## src/rtl/result_stage_pkg.sv

```systemverilog
// Shared processor codes for result source selection and memory access size.
package result_stage_pkg;

    typedef enum logic [1:0] {
        SEL_ALU  = 2'd0,
        SEL_MEM  = 2'd1,
        SEL_LINK = 2'd2,
        SEL_RSVD = 2'd3
    } sel_e;

    typedef enum logic [1:0] {
        SZ_BYTE  = 2'd0,
        SZ_HALF  = 2'd1,
        SZ_WORD  = 2'd2,
        SZ_WORD3 = 2'd3
    } size_e;

endpackage

```

## src/rtl/result_extend.sv

```systemverilog
// Combinational source select and memory load extension for one result.
module result_extend
    import result_stage_pkg::*;
#(
    parameter int WIDTH = 32,
    parameter int RD_W  = 5
) (
    input  logic [1:0]              sel,
    input  logic signed [WIDTH-1:0] alu,
    input  logic signed [WIDTH-1:0] mem,
    input  logic signed [WIDTH-1:0] link,
    input  logic [1:0]              size,
    input  logic                    sext,
    input  logic [RD_W-1:0]         rd,
    output logic [WIDTH-1:0]        data
);

    logic [WIDTH-1:0] mem_ext;

    always_comb begin
        mem_ext = '0;
        case (size_e'(size))
            SZ_BYTE: mem_ext = {{(WIDTH-8){sext & mem[7]}}, mem[7:0]};
            SZ_HALF: mem_ext = {{(WIDTH-16){sext & mem[15]}}, mem[15:0]};
            default: mem_ext = mem;
        endcase
    end

    always_comb begin
        data = '0;
        case (sel_e'(sel))
            SEL_ALU:  data = alu;
            SEL_MEM:  data = mem_ext;
            SEL_LINK: data = link;
            default:  data = '0;
        endcase
        // register zero is hard-wired, whatever the source
        if (rd == '0)
            data = '0;
    end

endmodule

```

## src/rtl/result_stage.sv

```systemverilog
// Result buffer between execute and register-file write: select/extend, then FIFO.
module result_stage
    import result_stage_pkg::*;
#(
    parameter int WIDTH = 32,
    parameter int DEPTH = 4,
    parameter int RD_W  = 5,
    localparam int CW   = $clog2(DEPTH + 1),
    localparam int PW   = $clog2(DEPTH)
) (
    input  logic                    clk,
    input  logic                    rst_n,
    input  logic                    in_valid,
    output logic                    in_ready,
    input  logic [1:0]              in_sel,
    input  logic signed [WIDTH-1:0] in_alu,
    input  logic signed [WIDTH-1:0] in_mem,
    input  logic signed [WIDTH-1:0] in_link,
    input  logic [1:0]              in_size,
    input  logic                    in_signed,
    input  logic [RD_W-1:0]         in_rd,
    output logic                    out_valid,
    input  logic                    out_ready,
    output logic signed [WIDTH-1:0] out_data,
    output logic [RD_W-1:0]         out_rd,
    output logic [CW-1:0]           count
);

    logic [WIDTH-1:0] data_q [DEPTH];
    logic [RD_W-1:0]  rd_q   [DEPTH];
    logic [PW-1:0]    wr_ptr, rd_ptr;
    logic [WIDTH-1:0] ext_data;
    logic             push, pop;

    result_extend #(.WIDTH(WIDTH), .RD_W(RD_W)) u_ext (
        .sel  (in_sel),
        .alu  (in_alu),
        .mem  (in_mem),
        .link (in_link),
        .size (in_size),
        .sext (in_signed),
        .rd   (in_rd),
        .data (ext_data)
    );

    assign in_ready  = (count < CW'(DEPTH));
    assign out_valid = (count != '0);
    assign push      = in_valid && in_ready;
    assign pop       = out_valid && out_ready;
    assign out_data  = out_valid ? data_q[rd_ptr] : '0;
    assign out_rd    = out_valid ? rd_q[rd_ptr]   : '0;

    // storage is not reset; occupancy alone decides what is visible
    always_ff @(posedge clk) begin
        if (push) begin
            data_q[wr_ptr] <= ext_data;
            rd_q[wr_ptr]   <= in_rd;
        end
    end

    always_ff @(posedge clk or negedge rst_n) begin
        if (!rst_n) begin
            wr_ptr <= '0;
            rd_ptr <= '0;
            count  <= '0;
        end else begin
            if (push)
                wr_ptr <= (wr_ptr == PW'(DEPTH - 1)) ? '0 : wr_ptr + 1'b1;
            if (pop)
                rd_ptr <= (rd_ptr == PW'(DEPTH - 1)) ? '0 : rd_ptr + 1'b1;
            case ({push, pop})
                2'b10:   count <= count + 1'b1;
                2'b01:   count <= count - 1'b1;
                default: count <= count;
            endcase
        end
    end

endmodule

```

## config.mk

```make
export PLATFORM = sky130hd
export DESIGN_NAME = result_stage
export DESIGN_NICKNAME = d
export VERILOG_FILES = /design/src/rtl/result_stage_pkg.sv /design/src/rtl/result_extend.sv /design/src/rtl/result_stage.sv
export SDC_FILE = /design/constraint.sdc
export NUM_CORES = 1
export LEC_CHECK = 0
export ABC_AREA = 1
export CELL_PAD_IN_SITES_DETAIL_PLACEMENT = 1
export CELL_PAD_IN_SITES_GLOBAL_PLACEMENT = 2
export CORE_AREA = 2 2 196 102
export CTS_CLUSTER_DIAMETER = 100
export DETAILED_ROUTE_END_ITERATION = 6
export DIE_AREA = 0 0 198 104
export DONT_BUFFER_PORTS = 1
export PLACE_DENSITY_LB_ADDON = 0.1
export REMOVE_ABC_BUFFERS = 1
export SLEW_MARGIN = 10
export SYNTH_ARGS = -nofsm -noshare
export SYNTH_HDL_FRONTEND = slang
export SYNTH_SLANG_ARGS = --single-unit
```

## constraint.sdc

```tcl
create_clock -name clk -period 3.1 [get_ports clk]
set_input_delay 0.62 -clock clk [delete_from_list [all_inputs] [get_ports clk]]
set_output_delay 0.62 -clock clk [all_outputs]
set_load 0.05 [all_outputs]
```

==> flow_summary.ini <==
[outcome]
status = complete, no violations

[logic_synthesis]
synth_mux_area_frac = 0
ys.flop_type = edfxtp_1
synth_compound_gate_area_share = 0.109
ys_async_sr_fraction = 0.0452
synth_simple_gate_area_frac = 0.185
ys_ff_latch = 155
syn-mean-instance-area_um2 = 9.64
yosysWarnings = 0
seq_area_frac_synth = 0.640
yosysUniqueCellTypes = 25
synth_top_family_by_area = simple AND/OR/NAND/NOR gates
synth-edff-count = 148
synthCells = 748
synth_xor_area_frac = 0.00243
synth_area_um2 = 7210
synthAdderAreaFrac = 0.0132

[drt]
wl_per_cell_um = 19.7
drcViolationCount = 0
drt-initial-drc-count = 348
drt-total-wl_mm = 21.0
detail-route-antenna-nets = 0
drt_first_pass_iters = 5
vias = 5297
via_per_inst = 4.98

[finish]
nFillCells = 2137
instances_no_fill = 1064
area_delta_synth_final_pct = 17.5
multi_input_area_um2 = 2280
ff_latch_area_um2 = 4620
final_nets = 902
antenna_cells = 0
drive_gt1_frac = 0.139

[timing]
worst_slew_pin_slew_ns = 0.676
fmax_mhz = 361
fin_crit_ns = 2.77
fin_crit_sh = 0.894
finalSetupViolCount = 0
slew_headroom = 0.547
maxSlewViolCount = 0
rsz0062_at_grt = no
hold_violations = 0
clock_skew_ns = 0.0155

[cts]
cts_buffers = 17
cts-htree-levels = 4
cts_hold_buffers = 1
root_buffer = clkbuf_16
cts.clk_slew.worst_paths_ns = 0.07
clkLatencyLatePin_ns = 0.41
clkSinkCount = 155
clockBufferDepth = 2
cts_tree = yes
cts_resized = 0
cts_setup_buffers = 0

[placed_design]
io_buffers = 0
placed_cells = 1031
hpwl_mm = 13.7
gp_congestion = 0.724

[pwr]
total_power_mw = 9.24
p_sw_mw = 4.27
power_density_nw_per_um2 = 1090
internal_power_mw = 4.96
p_clk_frac = 0.217
pwr-share-comb = 0.484
netSwitchingFraction = 0.462
ir_worst_vdd_v = 0.000559
power.leakage_nw = 3.22
pwr-share-seq = 0.299

[critical_path]
crit_path_start_kind = flip-flop
crit_type = reg2out
cp-end-kind = output pin
cp.arrival_ns = 2.15
cp_max_fo = 26
required_ns = 2.48

[grt]
grt_antenna_before_repair = 0
grt_pass1_wl_mm = 31.7
grt_max_degree = 45
overflow = 0
grtUsageTotal = 0.206
first_global_vias = 5421

[floorplanning]
ios = 152
rows = 36
die_h_um = 104
die_area_um2 = 20600
die_w_um = 198
start_util = 0.380
core_um2 = 19000

[flow_run]
maxCapViolations = 0

[hold_path]
min_path_type = in2reg
-- power by group through the flow --
stage | registers (mW) | logic (mW) | clock network (mW)
2_1_floorplan | 2.98 | 2.73 | 0
3_3_place_gp | 2.79 | 4.43 | 0
3_5_place_dp | 2.81 | 4.51 | 0
4_1_cts | 2.76 | 4.53 | 2.04
5_1_grt | 2.79 | 4.81 | 2.13
6_report | 2.76 | 4.47 | 2.00
-- path summary, 6_finish.rpt --
path                       startpoint      endpoint  slack (ns)  depth (start not counted)
min in group asynchronous       rst_n      count[1]        0.59                          1
max reg2reg                  count[2]      count[2]        0.77                          8
max                          count[2]  out_data[21]        0.33                          4
min                          in_rd[3]    rd_q[0][3]        0.30                          0
min reg2reg                 wr_ptr[1]     wr_ptr[1]        0.65                          2
max in group asynchronous       rst_n     rd_ptr[0]        2.15                          1
-- layout make-up --
class                           count  area share
Sequential cell                   155       0.545
Tap cell                          266      0.0393
Inverter                           43      0.0190
Clock inverter                     14      0.0158
Clock buffer                       18      0.0506
Timing Repair Buffer               60      0.0608
Multi-Input combinational cell    508       0.269
-- stage by stage --
| step | cell area [um^2] | util | hold WS [ns] | worst slack (ns) | setup TNS, ns |
|---|---|---|---|---|---|
| floorplan | 7010 | - | 0.324 | -1.01 | -73.09 |
| global placement | 7900 | 0.417 | 0.325 | 0.785 | 0 |
| detailed placement | 7900 | 0.417 | 0.325 | 0.692 | 0 |
| CTS | 8470 | 0.447 | 0.284 | 0.312 | 0 |
| global route | 8470 | 0.447 | 0.277 | 0.243 | 0 |
| finish | 8470 | 0.447 | 0.298 | 0.327 | 0 |
-- layer usage --
| metal | wire (um) | track usage |
|---|---|---|
| met1 | 10700 | 0.309 |
| met2 | 9210 | 0.316 |
| met3 | 952 | 0.0321 |
| met4 | 133 | 0.0456 |
| met5 | 0 | 0 |
-- state kept, by name, summed over array words and instances, names as in the netlist --
signal,cells
count,3
wr_ptr,2
data_q,128
rd_ptr,2
rd_q,20
-- cells in the mapped netlist (2+ instances only) --
master / instances / share of area
a21oi_1: 60 / 0.042
a21oi_2: 5 / 0.0061
buf_1: 5 / 0.0026
buf_2: 23 / 0.016
buf_4: 4 / 0.0042
clkbuf_1: 10 / 0.0052
dfrtp_1: 7 / 0.024
edfxtp_1: 148 / 0.62
ha_1: 6 / 0.010
inv_1: 39 / 0.020
inv_2: 3 / 0.0016
nand2_1: 134 / 0.070
nand3_1: 9 / 0.0062
nor2_1: 198 / 0.10
nor3_1: 2 / 0.0014
o21ai_0: 86 / 0.060
-- worst max-delay path: stages (launching register included) --
cell and delay [ns]:
dfrtp_1 0.58, nor3_2 0.31, buf_4 0.43, a21oi_1 0.17, buf_4 0.23
-- cell usage in the layout (no fill, tap or decap), types with 2 or more instances in the layout --
master      instances
ha_1                6
buf_12              5
dfrtp_1             5
edfxtp_1          148
a21oi_2             5
clkinvlp_4          3
inv_2               4
nand3_1             9
o21ai_0            86
clkbuf_16          17
inv_1              38
dfrtp_2             2
nor2_1            193
buf_4              54
clkinv_1            2
nor2_4              7
inv_6               6
nand2_1           134
a21oi_1            60
-- cell families after synthesis --
| kind of cell | after synthesis |
|---|---|
| buffers and inverters | 85 |
| XOR/XNOR | 2 |
| AO/OA/AOI/OAI | 152 |
| flip-flops | 155 |
| AND/OR/NAND/NOR | 347 |
| adder cells (fa/ha/maj) | 7 |
Power figures use the tool's default switching activity.
